File: src/rtl/locker_pkg.sv
// Shared types and defaults for the locker keypad sequencing controller.
package locker_pkg;

  localparam int DEF_DIGIT_W  = 4;
  localparam int DEF_CODE_LEN = 4;
  localparam logic [DEF_CODE_LEN*DEF_DIGIT_W-1:0] DEF_RESET_CODE = 16'h1234;

  typedef enum logic [2:0] {
    LOCKED,
    CHECK,
    OPEN,
    SET_ENTRY,
    LOCKOUT
  } state_e;

  function automatic int max_int(input int a, input int b);
    return (a > b) ? a : b;
  endfunction

endpackage

File: src/rtl/locker_digit_eq.sv
// Single keypad-digit equality compare, time-multiplexed across the code by the caller.
module locker_digit_eq
  import locker_pkg::*;
#(
  parameter int DIGIT_W = DEF_DIGIT_W
) (
  input  logic [DIGIT_W-1:0] a,
  input  logic [DIGIT_W-1:0] b,
  output logic               eq
);

  assign eq = (a == b);

endmodule

File: src/rtl/locker_seq_ctrl.sv
// Locker keypad sequencer: entry buffering, digit-serial code check, unlock/relock,
// failed-attempt lockout and code change.
//
// state     | meaning
// ----------+-----------------------------------------------------------
// LOCKED    | closed, collecting digits for an unlock attempt
// CHECK     | comparing one digit per cycle, then one verdict cycle
// OPEN      | lock open, relock timer running
// SET_ENTRY | lock open, collecting a new code, relock timer frozen
// LOCKOUT   | too many wrong attempts, all inputs ignored until timeout
module locker_seq_ctrl
  import locker_pkg::*;
#(
  parameter int DIGIT_W     = DEF_DIGIT_W,
  parameter int CODE_LEN    = DEF_CODE_LEN,
  parameter int MAX_TRIES   = 3,
  parameter int UNLOCK_CYC  = 500,
  parameter int LOCKOUT_CYC = 1000,
  parameter logic [CODE_LEN*DIGIT_W-1:0] RESET_CODE = DEF_RESET_CODE
) (
  input  logic                           clk,
  input  logic                           rst,
  input  logic                           key_valid,
  input  logic [DIGIT_W-1:0]             key_digit,
  input  logic                           key_enter,
  input  logic                           set_mode,
  input  logic                           lock_cmd,
  output logic                           unlocked,
  output logic                           lockout,
  output logic                           alarm,
  output logic                           code_err,
  output logic                           busy,
  output logic [$clog2(MAX_TRIES+1)-1:0] tries_left
);

  localparam int CNT_W = $clog2(CODE_LEN + 1);
  localparam int TMR_W = $clog2(max_int(UNLOCK_CYC, LOCKOUT_CYC) + 1);
  localparam int TRY_W = $clog2(MAX_TRIES + 1);

  localparam logic [CNT_W-1:0] FULL      = CNT_W'(CODE_LEN);
  localparam logic [CNT_W-1:0] LAST      = CNT_W'(CODE_LEN - 1);
  localparam logic [TMR_W-1:0] T_UNLOCK  = TMR_W'(UNLOCK_CYC);
  localparam logic [TMR_W-1:0] T_LOCKOUT = TMR_W'(LOCKOUT_CYC);
  localparam logic [TMR_W-1:0] T_ONE     = TMR_W'(1);
  localparam logic [TRY_W-1:0] TRIES_MAX = TRY_W'(MAX_TRIES);
  localparam logic [TRY_W-1:0] TRIES_ONE = TRY_W'(1);

  state_e                           state;
  logic [CODE_LEN-1:0][DIGIT_W-1:0] entry;
  logic [CODE_LEN-1:0][DIGIT_W-1:0] code;
  logic [CNT_W-1:0]                 count;
  logic [CNT_W-1:0]                 index;
  logic                             mismatch;
  logic [TMR_W-1:0]                 timer;

  logic [DIGIT_W-1:0] entry_digit;
  logic [DIGIT_W-1:0] code_digit;
  logic               digit_eq;
  logic               entry_full;
  logic               accept_digit;

  assign entry_full   = (count == FULL);
  assign accept_digit = key_valid && !key_enter && !entry_full &&
                        (state == LOCKED || state == SET_ENTRY);

  // index 0 is the first digit typed, which lives in the top slot
  always_comb begin
    entry_digit = '0;
    code_digit  = '0;
    for (int i = 0; i < CODE_LEN; i++) begin
      if (index == CNT_W'(i)) begin
        entry_digit = entry[CODE_LEN-1-i];
        code_digit  = code[CODE_LEN-1-i];
      end
    end
  end

  locker_digit_eq #(
    .DIGIT_W(DIGIT_W)
  ) u_digit_eq (
    .a (entry_digit),
    .b (code_digit),
    .eq(digit_eq)
  );

  always_ff @(posedge clk) begin
    if (rst) begin
      state      <= LOCKED;
      unlocked   <= 1'b0;
      lockout    <= 1'b0;
      alarm      <= 1'b0;
      code_err   <= 1'b0;
      busy       <= 1'b0;
      tries_left <= TRIES_MAX;
      code       <= RESET_CODE;
      entry      <= '0;
      count      <= '0;
      index      <= '0;
      mismatch   <= 1'b0;
      timer      <= '0;
    end else begin
      alarm    <= 1'b0;
      code_err <= 1'b0;

      if (accept_digit) begin
        entry <= {entry[CODE_LEN-2:0], key_digit};
        count <= count + 1'b1;
      end

      case (state)
        LOCKED: begin
          // a short entry skips the compare and lands directly on the verdict cycle
          if (key_enter) begin
            state    <= CHECK;
            mismatch <= !entry_full;
            busy     <= entry_full;
            index    <= entry_full ? '0 : FULL;
          end
        end

        CHECK: begin
          if (index != FULL) begin
            mismatch <= mismatch | !digit_eq;
            index    <= index + 1'b1;
            if (index == LAST) busy <= 1'b0;
          end else begin
            entry <= '0;
            count <= '0;
            index <= '0;
            if (!mismatch) begin
              state      <= OPEN;
              unlocked   <= 1'b1;
              tries_left <= TRIES_MAX;
              timer      <= T_UNLOCK;
            end else if (tries_left > TRIES_ONE) begin
              state      <= LOCKED;
              tries_left <= tries_left - 1'b1;
            end else begin
              state      <= LOCKOUT;
              tries_left <= '0;
              lockout    <= 1'b1;
              alarm      <= 1'b1;
              timer      <= T_LOCKOUT;
            end
          end
        end

        OPEN: begin
          if (lock_cmd || timer <= T_ONE) begin
            state    <= LOCKED;
            unlocked <= 1'b0;
            timer    <= '0;
          end else if (set_mode) begin
            state <= SET_ENTRY;
            entry <= '0;
            count <= '0;
          end else begin
            timer <= timer - 1'b1;
          end
        end

        SET_ENTRY: begin
          if (lock_cmd) begin
            state    <= LOCKED;
            unlocked <= 1'b0;
            timer    <= '0;
            entry    <= '0;
            count    <= '0;
          end else if (key_enter) begin
            if (entry_full) code <= entry;
            else            code_err <= 1'b1;
            state <= OPEN;
            timer <= T_UNLOCK;
            entry <= '0;
            count <= '0;
          end
        end

        LOCKOUT: begin
          if (timer <= T_ONE) begin
            state      <= LOCKED;
            lockout    <= 1'b0;
            tries_left <= TRIES_MAX;
            timer      <= '0;
          end else begin
            timer <= timer - 1'b1;
          end
        end

        default: state <= LOCKED;
      endcase
    end
  end

endmodule

File: config.mk
export PLATFORM = sky130hd
export DESIGN_NAME = locker_seq_ctrl
export DESIGN_NICKNAME = d
export VERILOG_FILES = /design/src/rtl/locker_pkg.sv /design/src/rtl/locker_digit_eq.sv /design/src/rtl/locker_seq_ctrl.sv
export SDC_FILE = /design/constraint.sdc
export NUM_CORES = 1
export LEC_CHECK = 0
export ABC_AREA = 1
export CAP_MARGIN = 10
export CELL_PAD_IN_SITES_DETAIL_PLACEMENT = 0
export CELL_PAD_IN_SITES_GLOBAL_PLACEMENT = 2
export CORE_UTILIZATION = 30
export CTS_BUF_LIST = sky130_fd_sc_hd__clkbuf_4
export CTS_CLUSTER_DIAMETER = 100
export CTS_CLUSTER_SIZE = 40
export DETAILED_ROUTE_END_ITERATION = 10
export HOLD_SLACK_MARGIN = 0.06
export PLACE_DENSITY = 0.85
export SYNTH_ARGS = -nofsm -noshare
export SYNTH_HDL_FRONTEND = slang
export SYNTH_SLANG_ARGS = --single-unit
File: constraint.sdc
create_clock -name clk -period 1.5 [get_ports clk]
set_input_delay 0.3 -clock clk [delete_from_list [all_inputs] [get_ports clk]]
set_output_delay 0.3 -clock clk [all_outputs]
set_load 0.01 [all_outputs]
==> results of run 1 <==
-- logic make-up after synthesis --
group / Yosys count / synth area share, %
mux: 5 / 1.61
flops: 59 / 37.9
simple gates: 218 / 31.3
fa+ha+maj: 9 / 3.62
buf+inv: 66 / 9.04
xor+xnor: 11 / 3.09
compound gates: 74 / 13.5
-- state kept, by name, summed over array words and instances (netlist names) --
signal and count:
code_err 1, alarm 1, timer 10, index 3, code 16, tries_left 2
mismatch 1, lockout 1, state 3, entry 16, unlocked 1, busy 1
count 3
-- metal layers --
layer  up-vias  track usage (%)
met5         -                0
li1       1585                -
met4         0             4.59
met1      1412             18.9
met3         2             4.70
met2        40             26.6
-- layout by cell type, fill, tap and decap left out, types with 5 or more instances in the layout --
cell type,synthesis,layout
dlygate4sd2_1,0,7
nand2_1,107,89
nand2_2,8,15
a21oi_2,7,16
nor2_4,2,12
dfxtp_2,0,8
ha_1,9,5
nand3_1,12,11
clkbuf_4,0,11
inv_2,6,8
nor2_1,66,47
o21ai_1,13,13
xor2_1,6,6
o21ai_0,25,10
nand2_4,3,13
clkdlybuf4s50_1,0,9
buf_12,0,6
a21oi_1,20,11
xnor2_1,5,5
inv_1,48,43
nor2_2,6,15
o211ai_1,5,5
buf_6,3,8
buf_4,1,54
o21ai_2,1,13
dfxtp_1,59,48
-- final cells by class --
| class | count | area, µm² | share of cell area, % |
|---|---|---|---|
| timing repair buffer | 88 | 862 | 18.7 |
| inverter | 56 | 225 | 4.88 |
| sequential | 59 | 1200 | 26.1 |
| clock inverter | 5 | 30.0 | 0.651 |
| clock buffer | 11 | 82.6 | 1.79 |
| timing repair inverter | 1 | 7.51 | 0.163 |
| multi-input combinational | 317 | 2040 | 44.2 |
| tap | 133 | 166 | 3.61 |
-- critical path, delay by kind of cell (launching register included) --
kind | cells | cell delay, ps
simple gates | 5 | 580
buf+inv | 5 | 530
flops | 1 | 400
-- power groups by stage --
stage / logic (µW) / clock network [µW] / registers [µW]
2_1_floorplan: 1910 / 0 / 2090
3_3_place_gp: 3170 / 0 / 2080
3_5_place_dp: 3190 / 0 / 2090
4_1_cts: 3780 / 1020 / 2090
5_1_grt: 4770 / 1100 / 2170
6_report: 4310 / 977 / 2130
-- path summary, 6_finish.rpt --
check	from	end	slack, ps	depth (start not counted)
hold reg to reg	unlocked	unlocked	480	2
hold / removal	unlocked	unlocked	480	2
setup / recovery	state[1]	entry[15]	-120	10
setup reg to reg	state[1]	entry[15]	-120	10
-- synth_stat cells, types with 7 or more instances --
| library cell | number | share of area (%) |
|---|---|---|
| nand2_1 | 107 | 13 |
| nor2_1 | 66 | 8.0 |
| dfxtp_1 | 59 | 38 |
| inv_1 | 48 | 5.8 |
| o21ai_0 | 25 | 4.0 |
| a21oi_1 | 20 | 3.2 |
| o21ai_1 | 13 | 2.1 |
| nand3_1 | 12 | 1.9 |
| ha_1 | 9 | 3.6 |
| nand2_2 | 8 | 1.6 |
| a21oi_2 | 7 | 2.0 |
-- through the flow --
stage | total power [µW] | TNS, ps | hold WS (ps) | setup slack [ps]
floorplan | 4000 | 0 | 369 | 6.51
global placement | 5250 | -10270 | 454 | -289
detailed placement | 5280 | -10990 | 466 | -304
CTS | 6900 | -1820 | 465 | -114
global route | 8040 | -6400 | 451 | -184
finish | 7420 | -2420 | 484 | -118
-- what timing repair did --
action                                  4_1_cts  5_1_grt
setup buffers                                 6       11
pin swaps                                    22       32
endpoints found under the setup margin       50       53
resized for setup                            72       91
cloned                                        3        2
==> summary.txt, run 1 <==
Drt
  – Router iterations before antenna repair: 4
  – Starting DRT DRC Count: 69
  – Met2 WL: 3.97 mm
  – Avg Vias per Cell: 4.54
  – Post-DRT Antenna Nets: 0
  – DR top layer: met4
  – Total number of vias: 3,039
  – WL met1: 3.83 mm
  – Final WL: 8.10 mm
  – Met3 WL: 261 µm
  – Residual DRC: 0
  – Routed wire per std cell: 12.1 µm

Synth
  – Mapped Nets: 461
  – Post-Synthesis Cells: 442
  – Cell Area, Synth: 3110 µm²
  – Synthesis-stage register bit count: 59
  – Avg Synthesized Cell Area: 7.05 µm²
  – Cell variety after synth: 39
  – Yosys warning count: 0
  – Number of synthesized flops with an enable pin: 0
  – Register area share after synthesis: 37.9%
  – Synth Flop Type: dfxtp_1
  – Async SR Flop Fraction: 0%

Power and ir drop
  – Seq pwr share: 28.7%
  – Net Sw Frac: 41.6%
  – Int Pwr: 4330 µW
  – LEAKAGE: 0.00206 µW
  – Peak supply drop: 0.000791 V
  – Net switching power: 3090 µW
  – Logic pwr share: 58.1%
  – Clk pwr share: 13.2%
  – Power per cell area: 1610 nW/µm²

Finish
  – Post-Layout Cell Count: 670
  – Diodes inserted: 0
  – Final Core Density: 46.6%
  – Layout fillers: 990
  – Final nets: 551
  – Design area: 4620 µm²
  – P&R area growth vs syn: 48.2%
  – Layout cells sized above 1: 39.9%

Worst setup path
  – Worst Setup Start Kind: flop
  – CP arrival: 1920 ps
  – Crit Path Max Fanout: 5
  – Worst-path cell chain: inv_4, nor2_4, inv_2, buf_4, nand2_4, buf_4, nand4_1, nand2_4, clkbuf_16, nor2_1
  – Worst Setup End Kind: flop
  – CP peak stage delay: 400 ps
  – Required @ worst endpoint: 1800 ps
  – Worst path slowest cell: dfxtp_4
  – Kind of critical path: reg2reg

STA
  – Pins over their slew limit: 0
  – Tmin final: 1620 ps
  – Worst-margin pin slew: 279 ps
  – Setup violators final: 46
  – Post-route worst setup slack: -118 ps
  – Rel. slew slack: 81.3%
  – FMAX: 618 MHz
  – Layout Skew: 21.3 ps
  – Final hold violation count: 0
  – Final period util: 108%
  – Unrepaired setup endpoints after global routing: yes

Status
  – Status: finished with violations
  – Failing checks: setup timing

Place
  – IO Port Bufs: 16
  – Final HPWL DP: 5.46 mm
  – Placed Area: 3800 µm²
  – Routability cong.: 0.789
  – Placed Cells incl. Taps: 633

Floorplan
  – Die area: 10,800 µm²
  – Num rows: 36
  – Total core area: 9910 µm²
  – Io pins: 17
  – Initial Utilization: 31.4%
  – Die Span X: 104 µm
  – Die Ht: 104 µm

Global routing
  – Initial antenna violation count: 0
  – Vias in the first global route: 2,914
  – Pin count of the biggest net entering global routing: 18
  – First-pass GRT wire length: 13.5 mm
  – GRT overflow: 0
  – GRT Util Overall: 15.6%

Clocking
  – Post-CTS Hold Fix Bufs: 0
  – CTS sink count: 59
  – Later-pin clock latency in the skew report: 400 ps
  – Clock slew at reported path FFs: 110 ps
  – CTS max path bufs: 2
  – Clock buffer count from CTS: 9
  – H-tree levels: 3
  – CTS tree: done
  – Root Buffer: clkbuf_4

Hold path
  – Worst min path class: reg2reg

Job
  – Max cap viols: 0
(Power assumes the default switching activity.)
==> run 2, diff against run 1 <==
--- a/config.mk
+++ b/config.mk
@@ -15,6 +15,7 @@
 export CTS_CLUSTER_SIZE = 40
 export DETAILED_ROUTE_END_ITERATION = 10
 export HOLD_SLACK_MARGIN = 0.06
+export MAX_ROUTING_LAYER = met4
 export PLACE_DENSITY = 0.85
 export SYNTH_ARGS = -nofsm -noshare
 export SYNTH_HDL_FRONTEND = slang
==> run 2 against run 1 <==
Effect of this change:
- register-to-register slack hardly changed
- the run still ends with setup timing left
- clock power is 0.5% higher
- core utilization stayed put
- highest routed layer unchanged
- non-clock buffer count unchanged
- worst hold slack barely moved
- power about the same
- clock skew increased by 2.2 ps
- sequential share of layout area stayed put
- critical path type unchanged
- global-route usage rose by 0.45 points
- cell area is the same
- first-iteration DRC count shrank 1.4%
- critical path depth unchanged
==> summary.txt, run 2 (synthesis results as in run 1) <==
Hold path
  – Worst min path class: reg2reg
  – Worst hold path stage count: 2 (unchanged)
  – Hold_sp: unlocked

Worst setup path
  – Worst-path cell chain: inv_4, nor2_4, inv_2, buf_4, nand2_4, buf_4, nand4_1, nand2_4, clkbuf_16, nor2_1
  – R2R Path Start: state[1]
  – CP Depth: 10 (unchanged)
  – Worst Setup End Kind: flop
  – Worst Setup Start Kind: flop
  – Crit Path Max Fanout: 5 (unchanged)
  – CP arrival: 1920 ps (about the same)
  – R2R depth: 10 (unchanged)
  – Bufs and invs on worst path: 5 (unchanged)
  – Worst path slowest cell: dfxtp_4
  – Critical path startpoint: state[1]
  – Kind of critical path: reg2reg
  – Required @ worst endpoint: 1800 ps (about the same)
  – CP peak stage delay: 400 ps (about the same)
  – Delay-heaviest family, CP: simple AND/OR/NAND/NOR gates

Finish
  – Final nets: 551 (unchanged)
  – Layout cells sized above 1: 39.9% (unchanged)
  – Final Core Density: 46.6% (unchanged)
  – Diodes inserted: 0 (unchanged)
  – Design area: 4620 µm² (unchanged)
  – Layout fillers: 990 (unchanged)
  – Most common cell after layout, fill and taps aside: nand2_1
  – Most frequent cells in the layout: 89 x nand2_1, 54 x buf_4, 48 x dfxtp_1
  – P&R area growth vs syn: 48.2% (unchanged)
  – Reg area: 1200 µm² (unchanged)
  – Area occupied by multi-input gates: 2040 µm² (unchanged)
  – Biggest regs: code (16), entry (16), timer (10)

STA
  – Unrepaired setup endpoints after global routing: yes
  – Final hold violation count: 0 (unchanged)
  – Setup_tns: -2520 ps (-106 ps)
  – Rel. slew slack: 81.3% (about the same)
  – Setup violators final: 46 (unchanged)
  – Post-route worst setup slack: -120 ps (-1.08 ps)
  – Pins over their slew limit: 0 (unchanged)
  – WHS: 485 ps (+0.422 ps)
  – Layout Skew: 23.5 ps (+2.21 ps)
  – Worst-margin pin slew: 279 ps (+0.168 ps)
  – Tmin final: 1620 ps (+1.08 ps)
  – FMAX: 617 MHz (about the same)
  – Final period util: 108% (about the same)

Floorplan
  – Die area: 10,800 µm² (unchanged)
  – Total core area: 9910 µm² (unchanged)
  – Initial Utilization: 31.4% (unchanged)
  – Die Ht: 104 µm (unchanged)
  – Num rows: 36 (unchanged)
  – Die Span X: 104 µm (unchanged)
  – Io pins: 17 (unchanged)

Place
  – IO Port Bufs: 16 (unchanged)
  – Routability cong.: 0.800 (+1.4%)
  – Final HPWL DP: 5.46 mm (unchanged)
  – Placed Area: 3800 µm² (unchanged)

Clocking
  – CTS max path bufs: 2 (unchanged)
  – Clock slew at reported path FFs: 110 ps (about the same)
  – CTS sink count: 59 (unchanged)
  – CTS tree: done
  – H-tree levels: 3 (unchanged)
  – Later-pin clock latency in the skew report: 410 ps (about the same)
  – Root Buffer: clkbuf_4
  – Clock buffer count from CTS: 9 (unchanged)

Status
  – Status: finished with violations
  – Failing checks: setup timing

Power and ir drop
  – Peak supply drop: 0.000792 V (about the same)
  – Power per cell area: 1610 nW/µm² (about the same)
  – LEAKAGE: 0.00206 µW (unchanged)

Global routing
  – Vias in the first global route: 2,909 (-0.17%)
  – GRT Util Overall: 16.0% (+0.45 points)
  – GRT overflow: 0 (unchanged)
  – First-pass GRT wire length: 13.5 mm (unchanged)
  – Pin count of the biggest net entering global routing: 18 (unchanged)
  – Initial antenna violation count: 0 (unchanged)

Job
  – Max cap viols: 0 (unchanged)

Drt
  – Router iterations before antenna repair: 4 (unchanged)
  – Routed wire per std cell: 12.1 µm (-0.19%)
  – Post-DRT Antenna Nets: 0 (unchanged)
  – Final WL: 8.09 mm (-0.19%)
  – Starting DRT DRC Count: 68 (-1.4%)
  – Total number of vias: 3,038 (-0.033%)
  – Residual DRC: 0 (unchanged)
  – Avg Vias per Cell: 4.53 (about the same)
## run 2: per-stage QoR
stage	worst slack [ps]	cells	power [µW]
6_report	-120	670	7420
2_1_floorplan	6.51	442	4000
5_1_grt	-184	670	8040
3_5_place_dp	-304	633	5280
3_3_place_gp	-289	633	5250
4_1_cts	-114	658	6900
## run 2: final cells by class
| type | count | area share, % |
|---|---|---|
| well taps | 133 | 3.61 |
| flip-flops and latches | 59 | 26.1 |
| repair inverters | 1 | 0.163 |
| multi-input cells | 317 | 44.2 |
| clock buffers | 11 | 1.79 |
| clock inverters | 5 | 0.651 |
| inverters | 56 | 4.88 |
| repair buffers | 88 | 18.7 |
## run 2: power breakdown
group,switching [µW],internal (µW)
Combinational,2220,2090
Sequential,261,1870
Clock,613,369
## run 2: timing repair
action	CTS	global route
pin swaps	22	32
hold buffers	0	0
resized for setup	72	91
buffers inserted	6	11
gates cloned	3	2
endpoints found under the setup margin	50	53
## run 2: layer usage
layer  vias up  GRT usage [%]  share of wire, %
met4         0           4.59              0.92
met2        37           26.6                49
met3         7           4.70               3.0
met5         -              -                 0
met1      1408           18.8                47
li1       1586              -                 -
## run 2: worst paths after layout
path	end	slack, ps
worst max register to register	entry[15]	-120
worst min register to register	unlocked	480
worst min-delay path	unlocked	480
worst max-delay path	entry[15]	-120
## run 2: worst register-to-register path, stage by stage (launching register included)
cell,delay (ps)
dfxtp_4,400
inv_4,40
nor2_4,130
inv_2,70
buf_4,140
nand2_4,70
buf_4,100
nand4_1,140
nand2_4,200
clkbuf_16,190
nor2_1,40
==> run 3, diff against run 2 <==
--- a/config.mk
+++ b/config.mk
@@ -6,17 +6,15 @@
 export NUM_CORES = 1
 export LEC_CHECK = 0
 export ABC_AREA = 1
+export ABC_CLOCK_PERIOD_IN_PS = 1500
 export CAP_MARGIN = 10
-export CELL_PAD_IN_SITES_DETAIL_PLACEMENT = 0
-export CELL_PAD_IN_SITES_GLOBAL_PLACEMENT = 2
 export CORE_UTILIZATION = 30
-export CTS_BUF_LIST = sky130_fd_sc_hd__clkbuf_4
 export CTS_CLUSTER_DIAMETER = 100
 export CTS_CLUSTER_SIZE = 40
 export DETAILED_ROUTE_END_ITERATION = 10
 export HOLD_SLACK_MARGIN = 0.06
 export MAX_ROUTING_LAYER = met4
-export PLACE_DENSITY = 0.85
+export PLACE_DENSITY = 0.58
 export SYNTH_ARGS = -nofsm -noshare
 export SYNTH_HDL_FRONTEND = slang
 export SYNTH_SLANG_ARGS = --single-unit
==> run 3 against run 2 <==
Effect of this change:
- the flow still finishes with violations (setup timing)
- die area unchanged
- power down 4.9%
- sequential power down 2%
- worst hold slack worse by 21 ps
- final cell count down 2.1%
- clock-buffer cell count unchanged
- largest cell class unchanged
- register-to-register slack better by 110 ps
- core utilization down 3.3 points
==> summary.txt, run 3 (synthesis results as in run 1) <==
Finish
  – Area occupied by multi-input gates: 1880 µm² (-7.9%)
  – Reg area: 1190 µm² (-0.73%)
  – Diodes inserted: 0 (unchanged)
  – Most common cell after layout, fill and taps aside: nand2_1
  – Post-Layout Cell Count: 656 (-2.1%)
  – Most frequent cells in the layout: 92 x nand2_1, 56 x nor2_1, 53 x dfxtp_1
  – Layout fillers: 991 (+0.10%)
  – Layout cells sized above 1: 33.3% (-6.6 points)
  – Biggest regs: code (16), entry (16), timer (10)
  – P&R area growth vs syn: 37.8%
  – Final Core Density: 43.3% (-3.3 points)
  – Final nets: 537 (-2.5%)

Status
  – Status: finished with violations
  – Failing checks: setup timing

Clocking
  – CTS max path bufs: 2 (unchanged)
  – CTS tree: done
  – Post-CTS Hold Fix Bufs: 0 (unchanged)
  – H-tree levels: 3 (unchanged)
  – Clock slew at reported path FFs: 70 ps (-40 ps)
  – CTS sink count: 59 (unchanged)
  – Root Buffer: clkbuf_8
  – Clock buffer count from CTS: 9 (unchanged)
  – Later-pin clock latency in the skew report: 350 ps (-60 ps)

STA
  – Final period util: 101% (-7.2 points)
  – FMAX: 661 MHz (+7.1%)
  – Unrepaired setup endpoints after global routing: yes
  – Post-route worst setup slack: -12.2 ps (+107 ps)
  – Rel. slew slack: 77.0% (-4.2 points)
  – Worst-margin pin slew: 341 ps (+61.9 ps)
  – Layout Skew: 7.08 ps (-16.5 ps)
  – Tmin final: 1510 ps (-107 ps)
  – Setup violators final: 2 (-96%)
  – Final hold violation count: 0 (unchanged)
  – Pins over their slew limit: 0 (unchanged)
  – Setup_tns: -17.8 ps (+2510 ps)

Floorplan
  – Die Span X: 104 µm (unchanged)
  – Total core area: 9910 µm² (unchanged)
  – Initial Utilization: 31.4% (unchanged)
  – Die area: 10,800 µm² (unchanged)
  – Die Ht: 104 µm (unchanged)
  – Io pins: 17 (unchanged)
  – Num rows: 36 (unchanged)

Drt
  – Router iterations before antenna repair: 4 (unchanged)
  – Residual DRC: 0 (unchanged)
  – Routed wire per std cell: 11.3 µm (-6.6%)
  – Starting DRT DRC Count: 106 (+56%)
  – Final WL: 7.40 mm (-8.5%)
  – Avg Vias per Cell: 4.44 (-2.0%)
  – Total number of vias: 2,914 (-4.1%)
  – Post-DRT Antenna Nets: 0 (unchanged)

Worst setup path
  – Kind of critical path: reg2reg
  – Worst Setup Start Kind: flop
  – R2R Path Start: timer[0]
  – CP arrival: 1790 ps (-130 ps)
  – Required @ worst endpoint: 1780 ps (-20 ps)
  – Critical path startpoint: timer[0]
  – Worst Setup End Kind: flop
  – Crit Path Max Fanout: 7 (+2)

Place
  – IO Port Bufs: 16 (unchanged)
  – Place WS: -305 ps (-0.638 ps)
  – Placed Cells incl. Taps: 635 (+0.32%)
  – Routability cong.: 0.838 (+4.7%)
  – Final HPWL DP: 5.26 mm (-3.6%)

Global routing
  – Pin count of the biggest net entering global routing: 20 (+2)
  – First-pass GRT wire length: 12.5 mm (-7.5%)
  – Vias in the first global route: 2,754 (-5.3%)
  – Initial antenna violation count: 0 (unchanged)
  – GRT overflow: 0 (unchanged)
  – GRT Util Overall: 14.8% (-1.2 points)

Job
  – Max cap viols: 0 (unchanged)

Power and ir drop
  – LEAKAGE: 0.00193 µW (-6.1%)
  – Power per cell area: 1640 nW/µm² (+2.3%)
  – Peak supply drop: 0.000808 V (+2.1%)

Hold path
  – Worst min path class: reg2reg
  – Hold_sp: unlocked
-- run 3: cell count changes in the layout (fill, tap and decap cells not counted), sizes merged --
cell | before | now
dlygate4sd2 | 7 | 6
clkdlybuf4s50 | 9 | 10
buf | 71 | 58
clkinv | 4 | 5
clkbuf | 12 | 11
clkinvlp | 3 | 2
-- run 3: layout make-up --
class / instances / share of cell area [%]
Timing Repair Buffer: 74 / 15.1
Sequential cell: 59 / 27.8
Timing Repair inverter: 1 / 0.175
Clock inverter: 5 / 0.641
Multi-Input combinational cell: 317 / 43.8
Inverter: 56 / 5.13
Tap cell: 133 / 3.88
Clock buffer: 11 / 3.53
-- run 3: worst paths after layout --
check,end,slack (ps),cells past startpoint
worst max-delay path,timer[4],-10,10
worst max register to register,timer[4],-10,10
worst min-delay path,unlocked,460,2
worst min register to register,unlocked,460,2
-- run 3: power breakdown --
part	internal, µW	switching [µW]
Combinational	1660	1970
Clock	677	662
Sequential	1860	227
-- run 3: stage by stage --
step / hold WS (ps) / area (µm²) / power, µW
after floorplan: 369 / 3120 / 4000
final: 464 / 4290 / 7060
after detailed placement: 460 / 3810 / 5200
after global placement: 453 / 3810 / 5180
after CTS: 469 / 4070 / 6790
after global routing: 504 / 4290 / 7630
-- run 3: worst max-delay path, stage by stage (launching register included) --
cell,delay [ps]
dfxtp_2,360
inv_2,60
ha_4,170
nand2_4,80
nand2_4,50
nand2_4,80
nand4_1,160
nand2_4,190
buf_6,130
nand2_4,40
a21oi_2,120
-- run 3: timing repair --
action,in CTS,in global routing
buffers inserted,2,2
gates cloned,0,1
setup endpoints to repair,42,54
resized for setup,35,65
pin swaps,4,13
-- run 3: routing by layer --
| metal | vias up | track usage, % | wire length [µm] |
|---|---|---|---|
| met5 | - | - | 0 |
| met4 | 0 | 6.22 | 128 |
| met3 | 9 | 3.26 | 172 |
| met2 | 35 | 23.8 | 3510 |
| met1 | 1317 | 18.0 | 3580 |
| li1 | 1553 | - | - |
